## src/rtl/core_mul_unit_if.sv

```systemverilog
// Launch/operand/result bundle between the execute stage (master) and core_mul_unit (slave).
interface core_mul_unit_if;
    logic        start;
    logic        long_mul;
    logic        add;
    logic        signed_mul;
    logic [31:0] a;
    logic [31:0] b;
    logic [31:0] acc_hi;
    logic [31:0] acc_lo;
    logic        ready;
    logic        done;
    logic [31:0] q_hi;
    logic [31:0] q_lo;
    logic        n;
    logic        z;

    modport master (
        output start, long_mul, add, signed_mul, a, b, acc_hi, acc_lo,
        input  ready, done, q_hi, q_lo, n, z
    );

    modport slave (
        input  start, long_mul, add, signed_mul, a, b, acc_hi, acc_lo,
        output ready, done, q_hi, q_lo, n, z
    );
endinterface

```

## src/rtl/core_mul_unit.sv

```systemverilog
// Iterative MUL/MLA/UMULL/SMULL/UMLAL/SMLAL unit retiring STEP_BITS multiplier bits per cycle, then one accumulate cycle.
// Optional MUL_EARLY_TERM_EN: leave the MUL phase as soon as the remaining multiplier bits are all zero.
module core_mul_unit #(
    parameter int STEP_BITS = 2
) (
    input  logic            clk,
    input  logic            rst_n,
    core_mul_unit_if.slave  bus
);

    localparam int STEPS = 32 / STEP_BITS;
    localparam int CW    = $clog2(STEPS) + 1;

    typedef enum logic [1:0] {
        IDLE = 2'd0,
        MUL  = 2'd1,
        ACC  = 2'd2
    } state_t;

    state_t        state;
    state_t        state_nxt;
    logic [CW-1:0] cnt;
    logic [63:0]   a_sh;
    logic [63:0]   prod;
    logic [63:0]   acc;
    logic [63:0]   pp;
    logic [63:0]   prod_fix;
    logic [63:0]   res;
    logic [31:0]   b_mag;
    logic [31:0]   b_nxt;
    logic [31:0]   a_in_mag;
    logic [31:0]   b_in_mag;
    logic          sign;
    logic          long_q;
    logic          sgn_in;
    logic          last_step;
    logic          mul_exit;

    // Signed handling only applies to long ops; short results are sign-agnostic in the low word.
    assign sgn_in   = bus.long_mul & bus.signed_mul;
    assign a_in_mag = (sgn_in & bus.a[31]) ? -bus.a : bus.a;
    assign b_in_mag = (sgn_in & bus.b[31]) ? -bus.b : bus.b;

    assign b_nxt     = b_mag >> STEP_BITS;
    assign pp        = a_sh * 64'(b_mag[STEP_BITS-1:0]);
    assign last_step = (cnt == CW'(STEPS - 1));
    assign prod_fix  = sign ? -prod : prod;
    assign res       = prod_fix + acc;
    assign bus.ready = (state == IDLE);

`ifdef MUL_EARLY_TERM_EN
    assign mul_exit = last_step || (b_nxt == 32'd0);
`else
    assign mul_exit = last_step;
`endif

    always_ff @(posedge clk or negedge rst_n) begin
        if (!rst_n) begin
            state <= IDLE;
        end else begin
            state <= state_nxt;
        end
    end

    always_comb begin
        state_nxt = state;
        case (state)
            IDLE:    if (bus.start) state_nxt = MUL;
            MUL:     if (mul_exit)  state_nxt = ACC;
            ACC:     state_nxt = IDLE;
            default: state_nxt = IDLE;
        endcase
    end

    always_ff @(posedge clk or negedge rst_n) begin
        if (!rst_n) begin
            cnt      <= '0;
            a_sh     <= '0;
            b_mag    <= '0;
            prod     <= '0;
            acc      <= '0;
            sign     <= 1'b0;
            long_q   <= 1'b0;
            bus.done <= 1'b0;
            bus.q_hi <= '0;
            bus.q_lo <= '0;
            bus.n    <= 1'b0;
            bus.z    <= 1'b0;
        end else begin
            bus.done <= (state == ACC);
            case (state)
                IDLE: begin
                    if (bus.start) begin
                        cnt    <= '0;
                        a_sh   <= {32'd0, a_in_mag};
                        b_mag  <= b_in_mag;
                        prod   <= '0;
                        sign   <= sgn_in & (bus.a[31] ^ bus.b[31]);
                        long_q <= bus.long_mul;
                        if (!bus.add)         acc <= '0;
                        else if (bus.long_mul) acc <= {bus.acc_hi, bus.acc_lo};
                        else                  acc <= {32'd0, bus.acc_lo};
                    end
                end
                MUL: begin
                    prod  <= prod + pp;
                    a_sh  <= a_sh << STEP_BITS;
                    b_mag <= b_nxt;
                    cnt   <= cnt + CW'(1);
                end
                ACC: begin
                    bus.q_hi <= long_q ? res[63:32] : 32'd0;
                    bus.q_lo <= res[31:0];
                    bus.n    <= long_q ? res[63] : res[31];
                    bus.z    <= long_q ? (res == 64'd0) : (res[31:0] == 32'd0);
                end
                default: ;
            endcase
        end
    end

endmodule

```

## src/flat_wrapper.sv

```systemverilog
// flat-port wrapper written by rule: the top's interface ports become plain ports
module core_mul_unit_flat 
#(
    parameter int STEP_BITS = 2
)
  (clk, rst_n, bus_start, bus_long_mul, bus_add, bus_signed_mul, bus_a, bus_b, bus_acc_hi, bus_acc_lo, bus_ready, bus_done, bus_q_hi, bus_q_lo, bus_n, bus_z);
  core_mul_unit_if bus_i ();
  input  logic clk;
  input  logic rst_n;
  input wire logic [$bits(bus_i.start)-1:0] bus_start;
  input wire logic [$bits(bus_i.long_mul)-1:0] bus_long_mul;
  input wire logic [$bits(bus_i.add)-1:0] bus_add;
  input wire logic [$bits(bus_i.signed_mul)-1:0] bus_signed_mul;
  input wire logic [$bits(bus_i.a)-1:0] bus_a;
  input wire logic [$bits(bus_i.b)-1:0] bus_b;
  input wire logic [$bits(bus_i.acc_hi)-1:0] bus_acc_hi;
  input wire logic [$bits(bus_i.acc_lo)-1:0] bus_acc_lo;
  output wire logic [$bits(bus_i.ready)-1:0] bus_ready;
  output wire logic [$bits(bus_i.done)-1:0] bus_done;
  output wire logic [$bits(bus_i.q_hi)-1:0] bus_q_hi;
  output wire logic [$bits(bus_i.q_lo)-1:0] bus_q_lo;
  output wire logic [$bits(bus_i.n)-1:0] bus_n;
  output wire logic [$bits(bus_i.z)-1:0] bus_z;
  assign bus_i.start = bus_start;
  assign bus_i.long_mul = bus_long_mul;
  assign bus_i.add = bus_add;
  assign bus_i.signed_mul = bus_signed_mul;
  assign bus_i.a = bus_a;
  assign bus_i.b = bus_b;
  assign bus_i.acc_hi = bus_acc_hi;
  assign bus_i.acc_lo = bus_acc_lo;
  assign bus_ready = bus_i.ready;
  assign bus_done = bus_i.done;
  assign bus_q_hi = bus_i.q_hi;
  assign bus_q_lo = bus_i.q_lo;
  assign bus_n = bus_i.n;
  assign bus_z = bus_i.z;
  core_mul_unit #(.STEP_BITS(STEP_BITS)) u_core (.clk(clk), .rst_n(rst_n), .bus(bus_i));
endmodule
```

## config.mk

```make
export PLATFORM = sky130hd
export DESIGN_NAME = core_mul_unit_flat
export DESIGN_NICKNAME = d
export VERILOG_FILES = /design/src/rtl/core_mul_unit_if.sv /design/src/rtl/core_mul_unit.sv /design/src/flat_wrapper.sv
export SDC_FILE = /design/constraint.sdc
export NUM_CORES = 1
export LEC_CHECK = 0
export ABC_CLOCK_PERIOD_IN_PS = 14700
export BUFFER_PORTS_ARGS = -buffer_cell sky130_fd_sc_hd__buf_2
export CAP_MARGIN = 20
export CORE_UTILIZATION = 50
export CTS_CLUSTER_DIAMETER = 30
export DETAILED_ROUTE_END_ITERATION = 6
export HOLD_SLACK_MARGIN = 0.06
export PLACE_DENSITY = 0.69
export SYNTH_ARGS = -nofsm -noshare
export SYNTH_HDL_FRONTEND = slang
export SYNTH_SLANG_ARGS = --single-unit
```

## constraint.sdc

```tcl
create_clock -name clk -period 14.7 [get_ports clk]
set_clock_uncertainty 0.05 [all_clocks]
set_input_delay 2.205 -clock clk [delete_from_list [all_inputs] [get_ports clk]]
set_output_delay 2.205 -clock clk [all_outputs]
set_load 0.1 [all_outputs]
```

---- Word-level counts from Yosys, hierarchy flattened ----
Index checks and enable logic that the tools add are counted.
word-level totals
  register bits after elaboration ......... 300
  output and inout port bits .............. 68
  word-level logic and storage cells ...... 56
operators by class
  add/subtract/negate cells ............... 6
  multipliers ............................. 1
  equality and inequality tests ........... 5
  muxes and demuxes ....................... 19
  bitwise logic cells ..................... 5
  reduce and logical (&&, ||, !) cells .... 7
operators with widths
  cell                   count
  $mux W64               5
  $pmux W64 S2           2
  $add A64 B64 Y64       2
  $mux W32               4
  $logic_not A64 Y1      1
  $mul A64 B2 Y64        1
  $neg A32 Y32           2
  $neg A64 Y64           1
  $pmux W32 S2           1
  $logic_not A32 Y1      1
  $pmux W5 S2            1
  $reduce_and A2 Y1      3
  $add A5 B1 Y5 const B  1
  $eq A5 B4 Y1 const B   1
  $mux W5                1
  $and A1 B1 Y1          4
  $mux W2                2
  $pmux W2 S2            1
  $eq A2 B1 Y1 const B   1
  $eq A2 B2 Y1 const B   1
  $logic_not A2 Y1       1
  $mux W1                2
  $ne A2 B1 Y1 const B   1
  $ne A2 B2 Y1 const B   1
  other kinds (2)        2

---- Logic depth before layout (Yosys ltp) ----
Gate-level depths: netlist of run 1.
  depth in word-level cells ............... 5
  gate-level depth with buffers ........... 25
  gate-level depth less buffers ........... 24

---- Worst setup path before layout of run 1 ----
Ideal clock, no wire load.
  path kind ............................... flip-flop to flip-flop
  start point ............................. reg u_core.prod[27]
  end point ............................... reg u_core.bus.z
  setup time .............................. 0.078 ns
  arrival time ............................ 4.866 ns
  required time ........................... 14.572 ns
  path slack .............................. 9.706 ns
  stages on the path, launching flop included .. 24
  path buffers ............................ 0
  cell sequence ........................... dfrtp_1 inv_1 nand3_1 or3_1 or3_1 nor3_1 nand2_1 inv_1 nand3_1 o31ai_1 xnor2_1 ha_1 and3_1 and2_1 a221oi_1 o22ai_1 nor2_1 o21ai_0 a21oi_1 xnor2_1 or3_1 nor4_1 nand4_1 o21bai_1
between the ends
  cells in the longest elaborated chain, start to end .. 5
  elaborated cells between the ends (all ways) .. 6
  those cells by class .................... 2 x add/sub; 2 x mux; 2 x reduce/logical
RTL lines
  what                                                    RTL line                RTL
  start, declared                                         core_mul_unit.sv:24     logic [63:0] prod;
  start signal, assigned                                  core_mul_unit.sv:106    prod <= prod + pp;
  $neg A64 Y64                                            core_mul_unit.sv:47     assign prod_fix = sign ? -prod : prod;
  $mux W64 *                                              core_mul_unit.sv:47
  $add A64 B64 Y64 *                                      core_mul_unit.sv:48     assign res = prod_fix + acc;
  $logic_not A64 Y1 or $logic_not A32 Y1 (tied branches)  core_mul_unit.sv:115    bus.z <= long_q ? (res == 64'd0) : (res[31:0] == 32'd0);
  $mux W1 *                                               core_mul_unit.sv:115
  end signal, assigned                                    core_mul_unit.sv:115
  end, declared                                           core_mul_unit_if.sv:25  output ready, done, q_hi, q_lo, n, z
Every way passes the cells marked *; elsewhere a longest branch is shown, timed or not.
A chain may end at the register's enable or synchronous reset.

---- Final worst setup path of run 1 ----
  start point ............................. reg u_core.prod[7]
  end point ............................... reg u_core.bus.z
The elaborated chain is that of the path after synthesis.

==> metrics.md, run 1 <==
| Metric | Value |
|---|---|
| Pre-antenna DRT Iters | `5` |
| Peak Freq | `between 0.15 and 0.2 GHz` |
| Seq/Total Area, Yosys | `a little under a third` |
| Routed WL | `69400 um` |
| Setup TNS | `0 ps` |
| Syn Inst Count | `between 2000 and 3000` |
| CP Capture Type | `flip-flop` |
| Reg2Reg Depth | `20` |
| Yosys cell types | `78` |
| Slew Viols, Final | `0` |
| DR WL/cell | `approximately 19 um` |
| CP Launch Type | `flip-flop` |
| Pre-CTS setup slack | `about 8400 ps` |
| Average size of a mapped cell | `8.18 sq um` |
| Vias in the first global route | `21300` |
| Worst-path clk slew | `around 50 ps` |
| Die ar. | `roughly 48000 sq um` |
| Iteration-0 DRC Markers | `approximately 1700` |
| Hold Path Depth | `2` |
| # fillers | `4133` |
| Syn Nets | `3214` |
| CP max-delay cell | `a2111oi_0` |
| Required @ worst endpoint | `15200 ps` |
| Initial antenna violation count | `2` |
| RSZ-0062 raised after global routing | `no` |
| CTS buffer count | `78` |
| Post-DP HPWL | `approximately 51000 um` |
| Clock tree buffer depth | `3` |
| Setup ws final | `approximately 8400 ps` |
| Top Ports | `between 200 and 250` |
| Cell repeated most along the worst path | `nand2_1` |
| EDFF count, synth | `0` |
| Post-CTS Resized | `0` |
| Yosys reg bits | `300` |
| Fin crit share | `a little over two fifths` |
| Crit path from | `u_core.prod[7]` |
| CTS H-Tree Depth | `3` |
| Status | `completed` |
| CTS tree | `yes` |
| Post-synth top flop | `dfrtp_1` |
| Largest stage delay on the critical path | `700 ps` |
| Synth warnings | `0` |
| Max transition margin | `between 30 and 40%` |
| Sequential cell area | `around 7500 sq um` |
| Hold_buf cts | `0` |
| Global route total overflow | `0` |
| PortBufs | `201` |
| Row cnt | `79` |
| Die W | `between 200 and 250 um` |
| Crit path time final | `6260 ps` |
| Worst EP arrival | `6750 ps` |
| DRC | `0` |
| Syn Std Cell Area | `approximately 24000 sq um` |
| Total GRT Usage | `between 20% and 30%` |
| Die height | `~220 um` |
| Max Cap Violations | `0` |
| Critical R2R Launch | `u_core.prod[7]` |
| Post-CTS setup buffers | `0` |
| Core Region | `46500 sq um` |
| Asr flop ratio synth | `between 90% and 100%` |
| Nets@finish | `between 3000 and 4000` |
| Layout area overhead | `17.4%` |
| First-pass GRT wire length | `between 100000 and 150000 um` |
| Area of the multi-input gates | `between 10000 and 15000 sq um` |
| CTS sink cnt | `300` |
| Post-DRT Antenna Nets | `0` |
| CP Class | `reg2reg` |
| Final-report setup violation count | `0` |
| Via/cell ratio | `about 5.9` |
| Critical-path cell list | `inv_1 -> nand4_1 -> nor4_1 -> nand2_1 -> nor3_1 -> nand2_1 -> nand2_1 -> xnor2_1 -> ha_1 -> nand2_1 -> or3_1 -> a2111oi_0 -> nor3_1 -> o31ai_1 -> xor2_1 -> a211oi_1 -> nand4_1 -> nor3_1 -> nand4_1 -> o21bai_1` |
| Clock latency on the worst-skew pair | `between 600 and 700 ps` |
| Share of layout cells above drive strength 1 | `approximately an eighth` |
| Initial core utilization | `50.7%` |
| Worst slew pin tran | `~1000 ps` |
| Hold Violations, Final | `0` |
| Origin of the worst min-delay path | `u_core.bus.q_lo[3]` |
| Via Count | `roughly 22000` |
| Worst min path class | `reg2reg` |
| Largest net degree at the start of global routing | `approximately 110` |
| Placer Congestion | `approximately 0.94` |
| Clk root buf | `clkbuf_16` |
| CP max FO | `9` |
[worst max-delay path: cells and delay by family, from the launching register on]
kind | cells | cell delay [ps]
xor gates and xnor gates | 2 | 260
adders and majority gates | 1 | 450
buffers and inverters | 1 | 140
and+or+nand+nor | 12 | 3060
DFF | 1 | 430
AOI/OAI and AO/OA | 4 | 1770
[state kept, by name, indices dropped and copies added (netlist names), 2 cells and up]
name and flops:
u_core.prod 64, u_core.a_sh 64, u_core.cnt 5, u_core.b_mag 32
u_core.bus.q_hi 32, u_core.bus.q_lo 32, u_core.acc 64, u_core.state 2
[synth_stat cells (17+ instances only)]
master / instances / area (sq um)
o31ai_1: 40 / 300
a22oi_1: 61 / 458
xor2_1: 78 / 683
a21oi_1: 151 / 756
nor2_1: 120 / 450
a21o_1: 67 / 503
fa_1: 64 / 1280
ha_1: 138 / 1730
clkbuf_1: 118 / 443
o21ai_0: 319 / 1600
nand3_1: 88 / 440
dfrtp_1: 300 / 7510
o211ai_1: 17 / 128
nor2b_1: 17 / 106
o21bai_1: 25 / 188
inv_1: 229 / 860
nand4_1: 33 / 206
xnor2_1: 156 / 1370
nand2_1: 504 / 1890
nor3_1: 34 / 170
a22o_1: 50 / 438
o21a_1: 19 / 143
a211oi_1: 21 / 158
[layout by cell type (no fill, tap or decap), types with 88 or more instances in the layout]
master,count
a21oi_1,151
buf_2,200
dfrtp_1,297
ha_1,138
inv_1,229
nand2_1,503
nand3_1,88
nor2_1,119
o21ai_0,319
xnor2_1,156
[path summary, 6_finish.rpt]
| check | slack (ps) | to |
|---|---|---|
| worst max-delay path | 8440 | u_core.bus.z |
| worst min register to register | 420 | u_core.bus.q_lo[3] |
| worst min-delay path | 420 | u_core.bus.q_lo[3] |
| min in group asynchronous | 1540 | u_core.bus.q_lo[11] |
| max in group asynchronous | 10820 | u_core.b_mag[0] |
| worst max register to register | 8440 | u_core.bus.z |
[logic make-up (layout without fill, tap and decap cells)]
kind of cell	count (synthesis)	after routing	share of synthesized area, %
xor+xnor	234	234	8.71
fa+ha+maj	202	202	12.8
other cells	0	1	0
compound gates	872	872	23.5
flops	300	300	31.9
mux	6	6	0.266
buf+inv	360	586	5.74
simple gates	904	904	17.1
[metal layers]
layer,up-vias,track usage (%),wire length (um)
li1,10400,-,-
met1,10500,41.8,32200
met2,804,44.3,30100
met3,97,5.56,5380
met4,0,10.1,1690
met5,-,0,0
[metrics by stage]
step	util (%)	instances	hold WS, ps	area, sq um
final	59.5	3712	423	27600
after global routing	59.5	3712	437	27600
after CTS	59.5	3711	427	27600
after detailed placement	53.8	3573	416	25000
after global placement	53.8	3573	407	25000
after floorplan	-	2878	395	23500
[area by class of cell]
type | instances | area share [%]
Multi-Input combinational cell | 2218 | 53.2
Sequential cell | 300 | 27.2
Clock buffer | 96 | 7.63
Timing Repair Buffer | 218 | 4.14
Inverter | 230 | 3.12
Tap cell | 607 | 2.75
Clock inverter | 42 | 1.97
Antenna cell | 1 | 0.00905
Power of run 1 is left out: the tool's default activity adds up to more than one toggle a clock period on the data nets, which glitch-free logic cannot reach.
==> run 2: changes to the inputs <==
--- a/config.mk
+++ b/config.mk
@@ -5,14 +5,14 @@
 export SDC_FILE = /design/constraint.sdc
 export NUM_CORES = 1
 export LEC_CHECK = 0
-export ABC_CLOCK_PERIOD_IN_PS = 14700
+export ABC_CLOCK_PERIOD_IN_PS = 5480
 export BUFFER_PORTS_ARGS = -buffer_cell sky130_fd_sc_hd__buf_2
 export CAP_MARGIN = 20
 export CORE_UTILIZATION = 50
 export CTS_CLUSTER_DIAMETER = 30
 export DETAILED_ROUTE_END_ITERATION = 6
 export HOLD_SLACK_MARGIN = 0.06
-export PLACE_DENSITY = 0.69
+export PLACE_DENSITY = 0.71
 export SYNTH_ARGS = -nofsm -noshare
 export SYNTH_HDL_FRONTEND = slang
 export SYNTH_SLANG_ARGS = --single-unit
==> constraint.sdc (replaced) <==
create_clock -name clk -period 5.48 [get_ports clk]
set_clock_uncertainty 0.05 [all_clocks]
set_input_delay 0.822 -clock clk [delete_from_list [all_inputs] [get_ports clk]]
set_output_delay 0.822 -clock clk [all_outputs]
set_load 0.1 [all_outputs]
==> run 2 against run 1 <==
Against the previous run:
- fmax up 19%
- clock-buffer cell count down 3
- hold slack worse by 220 ps
- register-to-register slack worse by 8200 ps
- routed wire length down 0.34%
- non-clock buffer count up 69
- flip-flop and latch count unchanged
- sequential share of layout area down 0.73 points
- worst setup slack worse by 8200 ps
- final area up 2.8%
- die area unchanged
- highest routed layer unchanged
==> metrics.md, run 2 (synthesis gave the netlist of run 1 again) <==
| Metric | Value |
|---|---|
| Routed WL | `roughly 69000 um` |
| Global route total overflow | `0` |
| Sequential cell area | `roughly 7500 sq um` |
| Initial core utilization | `50.7%` |
| Post-DP HPWL | `52200 um` |
| Post-DRT Antenna Nets | `0` |
| Share of layout cells above drive strength 1 | `~15%` |
| Core Region | `46500 sq um` |
| First-pass GRT wire length | `112000 um` |
| CP Capture Type | `flip-flop` |
| Row cnt | `a little under 80` |
| Clock tree buffer depth | `3` |
| Max Cap Violations | `0` |
| Fin crit share | `a little over nine tenths` |
| DR WL/cell | `around 18 um` |
| CTS sink cnt | `300` |
| Iteration-0 DRC Markers | `about 1800` |
| Initial antenna violation count | `1` |
| Worst slew pin tran | `between 900 and 1000 ps` |
| Clk root buf | `clkbuf_16` |
| CP Launch Type | `flip-flop` |
| Placer Congestion | `slightly above 0.9` |
| Largest stage delay on the critical path | `between 600 and 700 ps` |
| Die ar. | `approximately 48000 sq um` |
| Hold Violations, Final | `0` |
| CP max FO | `4` |
| Antenna cell count | `0` |
| Worst min path class | `in2async` |
| Via Count | `around 22000` |
| Critical-path cell list | `inv_1 -> ha_1 -> nand2_1 -> or3_1 -> buf_4 -> o21ai_0 -> xnor2_1 -> ha_1 -> o21ai_0 -> a211o_1 -> a2111oi_0 -> o21a_1 -> o21a_1 -> nand4_1 -> or4b_1 -> nand4b_1 -> nor3b_1 -> nand4_1 -> o21bai_1` |
| Worst-path clk slew | `40 ps` |
| Max transition margin | `34.4%` |
| Vias in the first global route | `21300` |
| Largest net degree at the start of global routing | `118` |
| Setup ws final | `about 230 ps` |
| PortBufs | `201` |
| Most frequent cells in the layout | `nand2_1 (503), o21ai_0 (314), dfrtp_1 (297)` |
| CP max-delay cell | `a2111oi_0` |
| Slew Viols, Final | `0` |
| Pre-antenna DRT Iters | `6` |
| Via/cell ratio | `between 5 and 6` |
| Total GRT Usage | `29.1%` |
| Pre-CTS setup slack | `-264 ps` |
| Peak Freq | `0.190 GHz` |
| CTS H-Tree Depth | `3` |
| Biggest regs | `u_core.a_sh: 64 flops, u_core.acc: 64 flops, u_core.prod: 64 flops` |
| Nets@finish | `roughly 3400` |
| CTS tree | `yes` |
| Status | `completed` |
| Required @ worst endpoint | `5960 ps` |
| Worst EP arrival | `5730 ps` |
| CP Class | `reg2reg` |
| Crit path time final | `~5300 ps` |
| Area of the multi-input gates | `14900 sq um` |
| Clock latency on the worst-skew pair | `about 620 ps` |
| DRC | `0` |
| CTS buffer count | `between 70 and 80` |
| # fillers | `between 4000 and 5000` |
| Layout area overhead | `20.7%` |
| Final-report setup violation count | `0` |
| Most common cell after layout, fill and taps aside | `nand2_1` |
| Top Ports | `roughly 200` |
| Die height | `roughly 220 um` |
| Die W | `between 200 and 250 um` |
## run 2: changes by cell type in the layout (fill, tap and decap cells not counted), sizes merged
cell,delta
buf,+69
bufinv,+4
clkbuf,-3
clkinv,-2
clkinvlp,-2
diode,-1
inv,+1
## run 2: final cells by class
cell class                      count  area share (%)
Multi-Input combinational cell   2218            52.5
Sequential cell                   300            26.4
Clock buffer                       93            7.20
Timing Repair Buffer              287            5.98
Inverter                          230            3.04
Tap cell                          607            2.67
Clock inverter                     43            2.15
## run 2: worst paths after layout
| kind | to | depth (start not counted) | slack, ps | start |
|---|---|---|---|---|
| hold reg to reg | u_core.bus.q_hi[28] | 2 | 410 | u_core.bus.q_hi[28] |
| hold / removal | u_core.acc[44] | 1 | 200 | rst_n |
| setup reg to reg | u_core.bus.z | 19 | 230 | u_core.prod[0] |
| setup / recovery | u_core.bus.z | 19 | 230 | u_core.prod[0] |
| max in group asynchronous | u_core.prod[6] | 2 | 3990 | rst_n |
| min in group clk | u_core.acc[44] | 2 | 370 | bus_acc_hi[12] |
## run 2: per-stage QoR
step	std cells	utilization [%]	hold WS, ps	setup TNS [ps]	cell area, sq um
after CTS	3770	60.6	197	0	28200
after floorplan	2878	-	395	0	23500
after detailed placement	3634	54.9	411	-264	25500
final	3778	61.2	201	0	28400
after global placement	3634	54.9	406	-126	25500
after global routing	3778	61.2	238	-61.0	28400
## run 2: critical path: cells and delay by family, from the launching register on
family	cells	cell delay (ps)
AO/OA/AOI/OAI	7	1960
AND/OR/NAND/NOR	7	1770
adder cells (fa/ha/maj)	2	560
flip-flops	1	390
buffers and inverters	2	280
XOR/XNOR	1	170
## run 2: what timing repair did
action	in CTS	in global routing
endpoints found under the setup margin	1	5
buffers inserted	0	8
pin swaps	0	11
hold buffers	0	0
gates resized for setup	3	44
## run 2: layer usage
metal / share of wire (%) / global-route usage [%]
met1: 48 / 42.7
met2: 43 / 44.2
met3: 6.7 / 4.96
met4: 2.0 / 7.59
met5: 0 / 0
Power of run 2 is left out for the same reason.
